### src/rtl/alu32_result_buf_if.sv
// Bus bundle between the ALU producer, the result buffer and the writeback consumer.
// The master side is the producer/consumer pair; the buffer sits on the slave side.
interface alu32_result_buf_if #(
  parameter int DEPTH   = 4,
  parameter int STALL_W = 8
);
  localparam int CW = $clog2(DEPTH) + 1;

  logic [31:0]        ALU_Out;
  logic               Z;
  logic               C;
  logic               V;
  logic               S;
  logic [3:0]         ALU_Sel;
  logic               in_valid;
  logic               in_ready;
  logic [31:0]        out_data;
  logic [3:0]         out_flags;
  logic [3:0]         out_sel;
  logic               out_valid;
  logic               out_ready;
  logic [CW-1:0]      count;
  logic [3:0]         sticky_flags;
  logic               flag_clr;
  logic [STALL_W-1:0] stall_cnt;

  // Handshake: a transfer happens on a rising edge where valid && ready are both
  // high; ready never depends combinationally on the opposite side's valid/ready.
  modport master (
    output ALU_Out, Z, C, V, S, ALU_Sel, in_valid, out_ready, flag_clr,
    input  in_ready, out_data, out_flags, out_sel, out_valid, count,
    input  sticky_flags, stall_cnt
  );

  modport slave (
    input  ALU_Out, Z, C, V, S, ALU_Sel, in_valid, out_ready, flag_clr,
    output in_ready, out_data, out_flags, out_sel, out_valid, count,
    output sticky_flags, stall_cnt
  );
endinterface

### src/rtl/alu32_result_buf.sv
// DEPTH-entry FIFO holding ALU results with flags and opcode, valid/ready on both sides.
// Define ALU_RESULT_BUF_DEBUG_EN to build the sticky-flag and stall-counter debug logic.
module alu32_result_buf #(
  parameter int DEPTH   = 4,
  parameter int STALL_W = 8
) (
  input logic              clk,
  input logic              rst,
  alu32_result_buf_if.slave bus
);
  localparam int PW = (DEPTH > 1) ? $clog2(DEPTH) : 1;
  localparam int CW = $clog2(DEPTH) + 1;
  localparam logic [CW-1:0] FULL = CW'(DEPTH);

  logic [39:0]   mem [DEPTH];
  logic [PW-1:0] wr_ptr_q, wr_ptr_d;
  logic [PW-1:0] rd_ptr_q, rd_ptr_d;
  logic [CW-1:0] count_q, count_d;
  logic          in_ready;
  logic          out_valid;
  logic          push;
  logic          pop;

  // Ready/valid come only from registered occupancy, so no pass-through when full.
  assign in_ready  = (count_q < FULL) && !rst;
  assign out_valid = (count_q != '0);
  assign push      = bus.in_valid && in_ready;
  assign pop       = out_valid && bus.out_ready;

  assign bus.in_ready  = in_ready;
  assign bus.out_valid = out_valid;
  assign bus.count     = count_q;
  assign bus.out_data  = mem[rd_ptr_q][39:8];
  assign bus.out_flags = mem[rd_ptr_q][7:4];
  assign bus.out_sel   = mem[rd_ptr_q][3:0];

  always_comb begin
    wr_ptr_d = wr_ptr_q;
    rd_ptr_d = rd_ptr_q;
    count_d  = count_q;
    if (push) wr_ptr_d = wr_ptr_q + PW'(1);
    if (pop)  rd_ptr_d = rd_ptr_q + PW'(1);
    case ({push, pop})
      2'b10:   count_d = count_q + CW'(1);
      2'b01:   count_d = count_q - CW'(1);
      default: count_d = count_q;
    endcase
  end

  always_ff @(posedge clk) begin
    if (rst) begin
      wr_ptr_q <= '0;
      rd_ptr_q <= '0;
      count_q  <= '0;
    end else begin
      wr_ptr_q <= wr_ptr_d;
      rd_ptr_q <= rd_ptr_d;
      count_q  <= count_d;
    end
  end

  // Storage is deliberately not reset; count_q alone decides what is valid.
  always_ff @(posedge clk) begin
    if (push) mem[wr_ptr_q] <= {bus.ALU_Out, bus.Z, bus.C, bus.V, bus.S, bus.ALU_Sel};
  end

`ifdef ALU_RESULT_BUF_DEBUG_EN
  logic [3:0]         sticky_q, sticky_d;
  logic [STALL_W-1:0] stall_q, stall_d;
  logic [3:0]         push_flags;

  assign push_flags = {bus.Z, bus.C, bus.V, bus.S};

  always_comb begin
    sticky_d = sticky_q;
    stall_d  = stall_q;
    if (bus.flag_clr)  sticky_d = push ? push_flags : 4'h0;
    else if (push)     sticky_d = sticky_q | push_flags;
    if (bus.in_valid && !in_ready && (stall_q != '1)) stall_d = stall_q + STALL_W'(1);
  end

  always_ff @(posedge clk) begin
    if (rst) begin
      sticky_q <= '0;
      stall_q  <= '0;
    end else begin
      sticky_q <= sticky_d;
      stall_q  <= stall_d;
    end
  end

  assign bus.sticky_flags = sticky_q;
  assign bus.stall_cnt    = stall_q;
`else
  logic unused_flag_clr;
  assign unused_flag_clr  = bus.flag_clr;
  assign bus.sticky_flags = '0;
  assign bus.stall_cnt    = '0;
`endif
endmodule

### src/flat_wrapper.sv
// flat-port wrapper written by rule: the top's interface ports become plain ports
module alu32_result_buf_flat 
#(
  parameter int DEPTH   = 4,
  parameter int STALL_W = 8
)
  (clk, rst, bus_ALU_Out, bus_Z, bus_C, bus_V, bus_S, bus_ALU_Sel, bus_in_valid, bus_out_ready, bus_flag_clr, bus_in_ready, bus_out_data, bus_out_flags, bus_out_sel, bus_out_valid, bus_count, bus_sticky_flags, bus_stall_cnt);
  alu32_result_buf_if #(.DEPTH(DEPTH), .STALL_W(STALL_W)) bus_i ();
  input logic clk;
  input logic rst;
  input wire logic [$bits(bus_i.ALU_Out)-1:0] bus_ALU_Out;
  input wire logic [$bits(bus_i.Z)-1:0] bus_Z;
  input wire logic [$bits(bus_i.C)-1:0] bus_C;
  input wire logic [$bits(bus_i.V)-1:0] bus_V;
  input wire logic [$bits(bus_i.S)-1:0] bus_S;
  input wire logic [$bits(bus_i.ALU_Sel)-1:0] bus_ALU_Sel;
  input wire logic [$bits(bus_i.in_valid)-1:0] bus_in_valid;
  input wire logic [$bits(bus_i.out_ready)-1:0] bus_out_ready;
  input wire logic [$bits(bus_i.flag_clr)-1:0] bus_flag_clr;
  output wire logic [$bits(bus_i.in_ready)-1:0] bus_in_ready;
  output wire logic [$bits(bus_i.out_data)-1:0] bus_out_data;
  output wire logic [$bits(bus_i.out_flags)-1:0] bus_out_flags;
  output wire logic [$bits(bus_i.out_sel)-1:0] bus_out_sel;
  output wire logic [$bits(bus_i.out_valid)-1:0] bus_out_valid;
  output wire logic [$bits(bus_i.count)-1:0] bus_count;
  output wire logic [$bits(bus_i.sticky_flags)-1:0] bus_sticky_flags;
  output wire logic [$bits(bus_i.stall_cnt)-1:0] bus_stall_cnt;
  assign bus_i.ALU_Out = bus_ALU_Out;
  assign bus_i.Z = bus_Z;
  assign bus_i.C = bus_C;
  assign bus_i.V = bus_V;
  assign bus_i.S = bus_S;
  assign bus_i.ALU_Sel = bus_ALU_Sel;
  assign bus_i.in_valid = bus_in_valid;
  assign bus_i.out_ready = bus_out_ready;
  assign bus_i.flag_clr = bus_flag_clr;
  assign bus_in_ready = bus_i.in_ready;
  assign bus_out_data = bus_i.out_data;
  assign bus_out_flags = bus_i.out_flags;
  assign bus_out_sel = bus_i.out_sel;
  assign bus_out_valid = bus_i.out_valid;
  assign bus_count = bus_i.count;
  assign bus_sticky_flags = bus_i.sticky_flags;
  assign bus_stall_cnt = bus_i.stall_cnt;
  alu32_result_buf #(.DEPTH(DEPTH), .STALL_W(STALL_W)) u_core (.clk(clk), .rst(rst), .bus(bus_i));
endmodule
### config.mk
export PLATFORM = sky130hd
export DESIGN_NAME = alu32_result_buf_flat
export DESIGN_NICKNAME = d
export VERILOG_FILES = /design/src/rtl/alu32_result_buf_if.sv /design/src/rtl/alu32_result_buf.sv /design/src/flat_wrapper.sv
export SDC_FILE = /design/constraint.sdc
export NUM_CORES = 1
export LEC_CHECK = 0
export CAP_MARGIN = 0
export CORE_UTILIZATION = 62
export CTS_CLUSTER_DIAMETER = 150
export DETAILED_ROUTE_END_ITERATION = 10
export DONT_BUFFER_PORTS = 1
export HOLD_SLACK_MARGIN = 0.12
export PLACE_DENSITY = 0.81
export SYNTH_ARGS = -nofsm -noshare
export SYNTH_HDL_FRONTEND = slang
export SYNTH_SLANG_ARGS = --single-unit
export TNS_END_PERCENT = 10
### constraint.sdc
create_clock -name clk -period 3.1 [get_ports clk]
set_clock_uncertainty 0.1 [all_clocks]
set_input_delay 0.31 -clock clk [delete_from_list [all_inputs] [get_ports clk]]
set_output_delay 0.31 -clock clk [all_outputs]
set_load 0.01 [all_outputs]
==> impl_metrics.ini, run 1 <==
[outcome]
outcome = complete, no violations

[sta]
rsz0062_at_grt = no
hold_ws_ps = 395.2
max_slew_margin = 0.4757
setup_viol_count_final = 0
max_slew.worst_pin.slew_ps = 786.5
fin_crit_ps = 2480
final_hold_viol_count = 0
tns_ps = 0
fmax_ghz = 0.4032
maxSlewViolCount = 0
post-route-period-util = 0.8000

[logic_synthesis]
syn_area_sq_um = 6375
synth_warnings = 0
syn_area_per_cell_sq_um = 23.52
synth-seq-area-share = 0.7819
synth-seq-cells = 169
yosysUniqueCellTypes = 23
syn_inst = 271

[layout]
nNetsFinal = 382
multiInputGateArea_sq_um = 1207
syn_to_final_growth_pct = 17.21
regArea_sq_um = 4990
final_util = 0.7575
drive_gt1_frac = 0.2384
num-fill-cells = 548
antenna_cells = 0
stdcell_area_sq_um = 7472

[floorplanning]
die_h_um = 103.4
std_cell_rows = 36
core_area_sq_um = 9864
dieArea_sq_um = 10690
die_w_um = 103.4
initial_utilization = 0.6462
io_pins = 102

[pwr]
seq_power_share = 0.500
power.internal_mw = 4.313
power.switching_mw = 1.376
ir_drop_v = 0.0004664
combPwrFrac = 0.149
p_per_area_nw_per_um2 = 761.3
swShare = 0.2418
clkPwrFrac = 0.351
p_leak_nw = 2.395

[placement]
port_buffers = 0
placed_area_sq_um = 6446
gp_routability_congestion = 0.6640
dpl.hpwl_mm = 6.078

[global_routing]
grt_pass1_wl_mm = 15.54
grt_max_degree = 41
grt_overflow = 0
antenna_found_initial = 0
grt_pass1_vias = 2856
grt_use_total = 0.2145

[cts]
post-cts-setup-buffer-count = 0
cts.clk_slew.worst_paths_ps = 60
max-clock-path-buffers = 2
ctsHtreeMaxLevel = 4
worstSkewPairLatency_ps = 520
numCtsBuffers = 17
cts_tree = done
clock_sinks = 169
cts_root_buf = clkbuf_8

[worst_setup_path]
crit_required_ps = 2690
path_delay_family = flip-flops
end_kind = output pin
crit_fanout = 40
critPathLaunchType = flop
crit_path_cell_trace = mux4_2
slowest_stage = dfxtp_4
critPathArrivalTime_ps = 2070
crit_path_max_incr_delay_ps = 870
crit_buf_inv = 0
critPathKind = reg -> out

[drt]
drc_errors = 0
wl_per_cell_um = 22.14
routed-via-count = 2747
ant_nets = 0
wirelength_mm = 10.56
via_per_inst = 5.759
dr.pass1.iters = 6
drt-initial-drc-count = 115

[job]
drv_cap = 0

[hold_path]
worstHoldPathType = in -> reg
Yosys cell counts:
library cell,n,share of area
conb_1,1,0.00059
o31a_1,1,0.0014
nand2_1,1,0.00059
nor2_1,8,0.0047
xor2_1,3,0.0041
or3_1,2,0.0020
ha_1,5,0.0098
inv_1,6,0.0035
buf_6,1,0.0018
o311ai_1,1,0.0014
and2_1,4,0.0039
buf_12,4,0.013
buf_4,12,0.014
edfxtp_1,160,0.75
mux4_2,40,0.14
a21oi_1,2,0.0016
fa_1,1,0.0031
o31ai_1,1,0.0012
o21ai_0,1,0.00078
nor3b_4,1,0.0029
dfxtp_1,9,0.028
xnor2_1,2,0.0027
buf_2,5,0.0039
sequential cells by signal (all words and copies together), names as in the netlist, named ones only:
name	count
u_core.bus.count	3
u_core.wr_ptr_q	2
u_core.mem	160
u_core.rd_ptr_q	2
stage by stage:
| step | instances | total power, mW | setup WS, ps |
|---|---|---|---|
| after floorplan | 282 | 3.645 | 815.7 |
| after global placement | 401 | 3.655 | 977.7 |
| after detailed placement | 401 | 3.687 | 904.5 |
| after CTS | 477 | 5.751 | 536.8 |
| after global routing | 477 | 5.903 | 444.2 |
| final | 477 | 5.688 | 620.1 |
power by group through the flow:
stage	Sequential (mW)	Combinational [mW]	Clock, mW
3_3_place_gp	2.90	0.755	0
6_report	2.85	0.846	2.00
4_1_cts	2.86	0.855	2.04
2_1_floorplan	2.73	0.912	0
3_5_place_dp	2.91	0.777	0
5_1_grt	2.89	0.901	2.11
cells in the final DEF, fill, tap and decap left out, types with 5 or more instances in the layout:
| cell type | instances |
|---|---|
| buf_4 | 8 |
| clkbuf_1 | 5 |
| clkbuf_16 | 19 |
| clkbuf_8 | 5 |
| conb_1 | 12 |
| dfxtp_1 | 7 |
| dlygate4sd3_1 | 44 |
| edfxtp_1 | 160 |
| ha_1 | 5 |
| inv_1 | 6 |
| mux4_2 | 40 |
| nor2_1 | 8 |
worst paths after layout:
| path | from | to | slack (ps) | depth (start not counted) |
|---|---|---|---|---|
| min | bus_ALU_Out[5] | u_core.mem[3][13]$_DFFE_PP_ | 400 | 1 |
| min reg2reg | u_core.rd_ptr_q[1]$_SDFFE_PP0P_ | u_core.rd_ptr_q[1]$_SDFFE_PP0P_ | 440 | 2 |
| max | flop | bus_out_flags[0] | 620 | 1 |
| max reg2reg | u_core.bus.count[2]$_SDFFE_PP0P_ | u_core.bus.count[2]$_SDFFE_PP0P_ | 880 | 7 |
repair_timing:
| item | in CTS | in global routing |
|---|---|---|
| hold endpoints to repair | 169 | 0 |
| hold buffers | 44 | 0 |
| gates resized for setup | 0 | 0 |
kinds of logic (layout without fill, tap and decap cells):
| family | count (synthesis) | after routing | synth area share |
|---|---|---|---|
| simple gates | 16 | 16 | 0.01413 |
| compound gates | 6 | 6 | 0.006281 |
| mux | 40 | 40 | 0.1413 |
| fa+ha+maj | 6 | 6 | 0.01295 |
| xor+xnor | 5 | 5 | 0.006871 |
| buf+inv | 28 | 90 | 0.03592 |
| other cells | 1 | 12 | 0.0005882 |
| flops | 169 | 169 | 0.7819 |
area by class of cell:
class	count	area share
Clock inverter	3	0.003014
Clock buffer	29	0.07535
Tap cell	133	0.02227
Multi-Input combinational cell	85	0.1616
Sequential cell	169	0.6678
Inverter	6	0.003014
Timing Repair Buffer	52	0.06698
layer usage:
| layer | vias to the layer above | global-route usage | part of all wire |
|---|---|---|---|
| met5 | - | 0 | 0 |
| met4 | 0 | 0.09642 | 0.019 |
| met3 | 14 | 0.07930 | 0.060 |
| met2 | 103 | 0.3372 | 0.51 |
| met1 | 1422 | 0.2705 | 0.41 |
| li1 | 1208 | - | - |
Power figures use the tool's default switching activity.
==> inputs of run 2 (changes only) <==
Clock period 3.1 ns to 2.3 ns, I/O delays scaled along.
==> impl_metrics.ini, run 2 (synthesis gave the netlist of run 1 again) <==
[outcome]
outcome = complete, no violations

[drt]
wl_per_cell_um = 23.35
dr.pass1.iters = 5
drt-initial-drc-count = 95
drc_errors = 0
ant_nets = 0
via_per_inst = 5.746
wirelength_mm = 11.23
routed-via-count = 2764

[cts]
ctsHtreeMaxLevel = 4
max-clock-path-buffers = 2
cts_root_buf = clkbuf_8
clock_sinks = 169
cts.clk_slew.worst_paths_ps = 60
numCtsBuffers = 17
post-cts-setup-buffer-count = 0
worstSkewPairLatency_ps = 520
cts_tree = done

[sta]
rsz0062_at_grt = no
tns_ps = 0
setup_viol_count_final = 0
fin_crit_ps = 2201
hold_ws_ps = 318.0
fmax_ghz = 0.4544
maxSlewViolCount = 0
setup_ws_ps = 99.23
final_hold_viol_count = 0
post-route-period-util = 0.9569

[pwr]
power.internal_mw = 6.135
clkPwrFrac = 0.370
ir_drop_v = 0.0006125
seq_power_share = 0.453
p_per_area_nw_per_um2 = 1060
combPwrFrac = 0.177
power.switching_mw = 1.936
p_leak_nw = 2.456
swShare = 0.2398

[layout]
largest_reg_flops = 160
final_util = 0.7721
num-fill-cells = 495
stdcell_area_sq_um = 7616
regMostFlops = u_core.mem
antenna_cells = 0
layout_commonest_cell = edfxtp_1
final_cell_mix = edfxtp_1, dlygate4sd3_1, mux4_2
syn_to_final_growth_pct = 19.47
nNetsFinal = 386
drive_gt1_frac = 0.2557

[floorplanning]
initial_utilization = 0.6462
std_cell_rows = 36
io_pins = 102
core_area_sq_um = 9864
dieArea_sq_um = 10690
die_h_um = 103.4
die_w_um = 103.4

[worst_setup_path]
crit_fanout = 9
critPathArrivalTime_ps = 2550
crit_required_ps = 2650
r2r_cells = 7
critPathLaunchType = primary input
end_kind = flop
critPathKind = in -> reg

[global_routing]
grt_max_degree = 41
grt_use_total = 0.2282
grt_pass1_vias = 2913
grt_overflow = 0
grt_pass1_wl_mm = 16.24
antenna_found_initial = 0

[placement]
port_buffers = 0
gp_routability_congestion = 0.6545
dpl.hpwl_mm = 6.134
placed_area_sq_um = 6539
place_ws_ps = 77.66

[hold_path]
worstHoldPathType = in -> reg
hold_path_depth = 1

[job]
drv_cap = 0
==> run 2: power groups by stage <==
stage / Combinational, mW / Sequential (mW) / Clock [mW]
after floorplan: 1.23 / 3.68 / 0
after detailed placement: 1.33 / 3.71 / 0
after CTS: 1.45 / 3.65 / 3.03
after global routing: 1.54 / 3.67 / 3.16
after global placement: 1.30 / 3.70 / 0
final: 1.43 / 3.66 / 2.98
==> run 2: worst paths after layout <==
check	startpoint	to	slack, ps
worst max-delay path	rst	u_core.bus.count[2]$_SDFFE_PP0P_	100
worst min-delay path	bus_ALU_Out[13]	u_core.mem[2][21]$_DFFE_PP_	320
worst max register to register	u_core.bus.count[1]$_SDFFE_PP0P_	u_core.bus.count[2]$_SDFFE_PP0P_	100
worst min register to register	u_core.wr_ptr_q[1]$_SDFFE_PP0P_	u_core.wr_ptr_q[1]$_SDFFE_PP0P_	450
==> run 2: layer usage <==
| layer | GRT usage | share of wire |
|---|---|---|
| met1 | 0.2582 | 0.37 |
| met2 | 0.3907 | 0.54 |
| met4 | 0.1148 | 0.020 |
| met3 | 0.07460 | 0.071 |
| met5 | 0 | 0 |
==> run 2: cell type report <==
type	count	area (sq um)	share of cell area
clock inverter	11	196.4	0.02579
timing repair buffer	56	593.1	0.07787
sequential	169	4991	0.6553
clock buffer	21	439.2	0.05766
tap	133	166.4	0.02185
multi-input combinational	85	1207	0.1585
inverter	6	22.52	0.002957
==> run 2: worst max-delay path, cell delays in order <==
cell and delay (ps):
dlygate4sd3_1 800, nor3b_4 130, inv_1 90, ha_1 180
inv_1 70, fa_1 390, xor2_1 170, or3_1 330
a21oi_1 160
==> run 2: stage by stage <==
step,power [mW],std cells
after floorplan,4.913,282
after global placement,5.000,405
after detailed placement,5.047,405
after CTS,8.138,481
after global routing,8.368,481
final,8.071,481
==> run 2: what timing repair did <==
action | in CTS | in global routing
endpoints found under the setup margin | 0 | 1
hold buffers | 44 | 0
endpoints found under the hold margin | 169 | 0
gates resized for setup | 0 | 1
==> inputs of run 3 (changes only) <==
Settings changed: CORE_UTILIZATION 62 to 45, PLACE_DENSITY 0.81 to 0.63.
==> impl_metrics.ini, run 3 (synthesis gave the netlist of run 1 again) <==
[hold_path]
worstHoldPathType = in -> out
hold_path_depth = 1

[layout]
regArea_sq_um = 4990
largest_reg_flops = 160
final_cell_mix = edfxtp_1, dlygate4sd3_1, mux4_2
layout_commonest_cell = edfxtp_1
drive_gt1_frac = 0.2486
num-fill-cells = 1028
regMostFlops = u_core.mem
stdcell_area_sq_um = 7564
syn_to_final_growth_pct = 18.65
antenna_cells = 0
nNetsFinal = 384
multiInputGateArea_sq_um = 1207

[global_routing]
grt_max_degree = 41
antenna_found_initial = 0
grt_pass1_wl_mm = 16.33
grt_pass1_vias = 2902
grt_use_total = 0.1600
grt_overflow = 0

[placement]
gp_routability_congestion = 0.6514
placed_area_sq_um = 6565
port_buffers = 0
place_ws_ps = 150.0
dpl.hpwl_mm = 6.266

[cts]
post-cts-setup-buffer-count = 0
clock_sinks = 169
cts.clk_slew.worst_paths_ps = 60
cts_tree = done
numCtsBuffers = 17
cts-resized-gates = 0
worstSkewPairLatency_ps = 420
max-clock-path-buffers = 2
ctsHtreeMaxLevel = 4
cts_root_buf = clkbuf_16
ctsHoldBuffers = 43

[pwr]
p_leak_nw = 2.413
ir_drop_v = 0.0004859
combPwrFrac = 0.174
seq_power_share = 0.477
power.switching_mw = 1.891
power.internal_mw = 5.876
clkPwrFrac = 0.349
p_per_area_nw_per_um2 = 1027
swShare = 0.2435

[worst_setup_path]
end_kind = flop
r2r_cells = 7
r2r_slack_ps = 130
critPathLaunchType = flop
crit_required_ps = 2560
critPathKind = reg -> reg
critPathArrivalTime_ps = 2430
crit_fanout = 8

[sta]
tns_ps = 0
setup_viol_count_final = 0
rsz0062_at_grt = no
post-route-period-util = 0.9451
final_hold_viol_count = 0
setup_ws_ps = 126.3
fmax_ghz = 0.4601
fin_crit_ps = 2174
maxSlewViolCount = 0

[drt]
routed-via-count = 2735
wl_per_cell_um = 20.13
drc_errors = 0
wirelength_mm = 10.59
ant_nets = 0
via_per_inst = 5.200
dr.pass1.iters = 5
drt-initial-drc-count = 231

[floorplanning]
std_cell_rows = 43
initial_utilization = 0.4610
dieArea_sq_um = 14650
die_w_um = 121.0
io_pins = 102
core_area_sq_um = 13830
die_h_um = 121.0

[outcome]
outcome = complete, no violations

[job]
drv_cap = 0
[run 3: worst max-delay path, cell delays in order, from the launching register on]
cell and delay [ps]:
dfxtp_1 530, o31a_1 250, ha_1 190, inv_1 60, fa_1 370, xor2_1 160, or3_1 310, a21oi_1 140
[run 3: worst paths after layout]
| kind | from | to |
|---|---|---|
| setup / recovery | u_core.bus.count[2]$_SDFFE_PP0P_ | u_core.bus.count[2]$_SDFFE_PP0P_ |
| hold / removal | rst | bus_in_ready |
| setup reg to reg | u_core.bus.count[2]$_SDFFE_PP0P_ | u_core.bus.count[2]$_SDFFE_PP0P_ |
| hold reg to reg | u_core.rd_ptr_q[1]$_SDFFE_PP0P_ | flop |
[run 3: cell type report]
| class | instances | area share |
|---|---|---|
| Clock buffer | 23 | 0.06187 |
| Clock inverter | 9 | 0.01323 |
| Inverter | 6 | 0.002978 |
| Multi-Input combinational cell | 85 | 0.1596 |
| Sequential cell | 169 | 0.6597 |
| Tap cell | 180 | 0.02978 |
| Timing Repair Buffer | 54 | 0.07279 |
[run 3: per-layer routing]
layer,global-route usage,part of all wire,vias to the layer above
met5,0,0,-
met4,0.06250,0.015,0
met3,0.07237,0.067,16
met2,0.2411,0.49,79
met1,0.2021,0.43,1425
li1,-,-,1215
[run 3: power by group through the flow]
| stage | Sequential (mW) | Clock [mW] | Combinational [mW] |
|---|---|---|---|
| after floorplan | 3.68 | 0 | 1.23 |
| after global placement | 3.77 | 0 | 1.29 |
| after detailed placement | 3.78 | 0 | 1.30 |
| after CTS | 3.71 | 2.77 | 1.40 |
| after global routing | 3.74 | 2.89 | 1.47 |
| final | 3.71 | 2.71 | 1.35 |
[run 3: stage by stage]
stage / util / power, mW / instances / hold WS, ps
after floorplan: - / 4.913 / 282 / 228.9
after global placement: 0.4748 / 5.060 / 451 / 202.4
after detailed placement: 0.4748 / 5.085 / 451 / 202.4
after CTS: 0.5470 / 7.876 / 526 / 393.4
after global routing: 0.5470 / 8.095 / 526 / 405.1
final: 0.5470 / 7.767 / 526 / 403.7
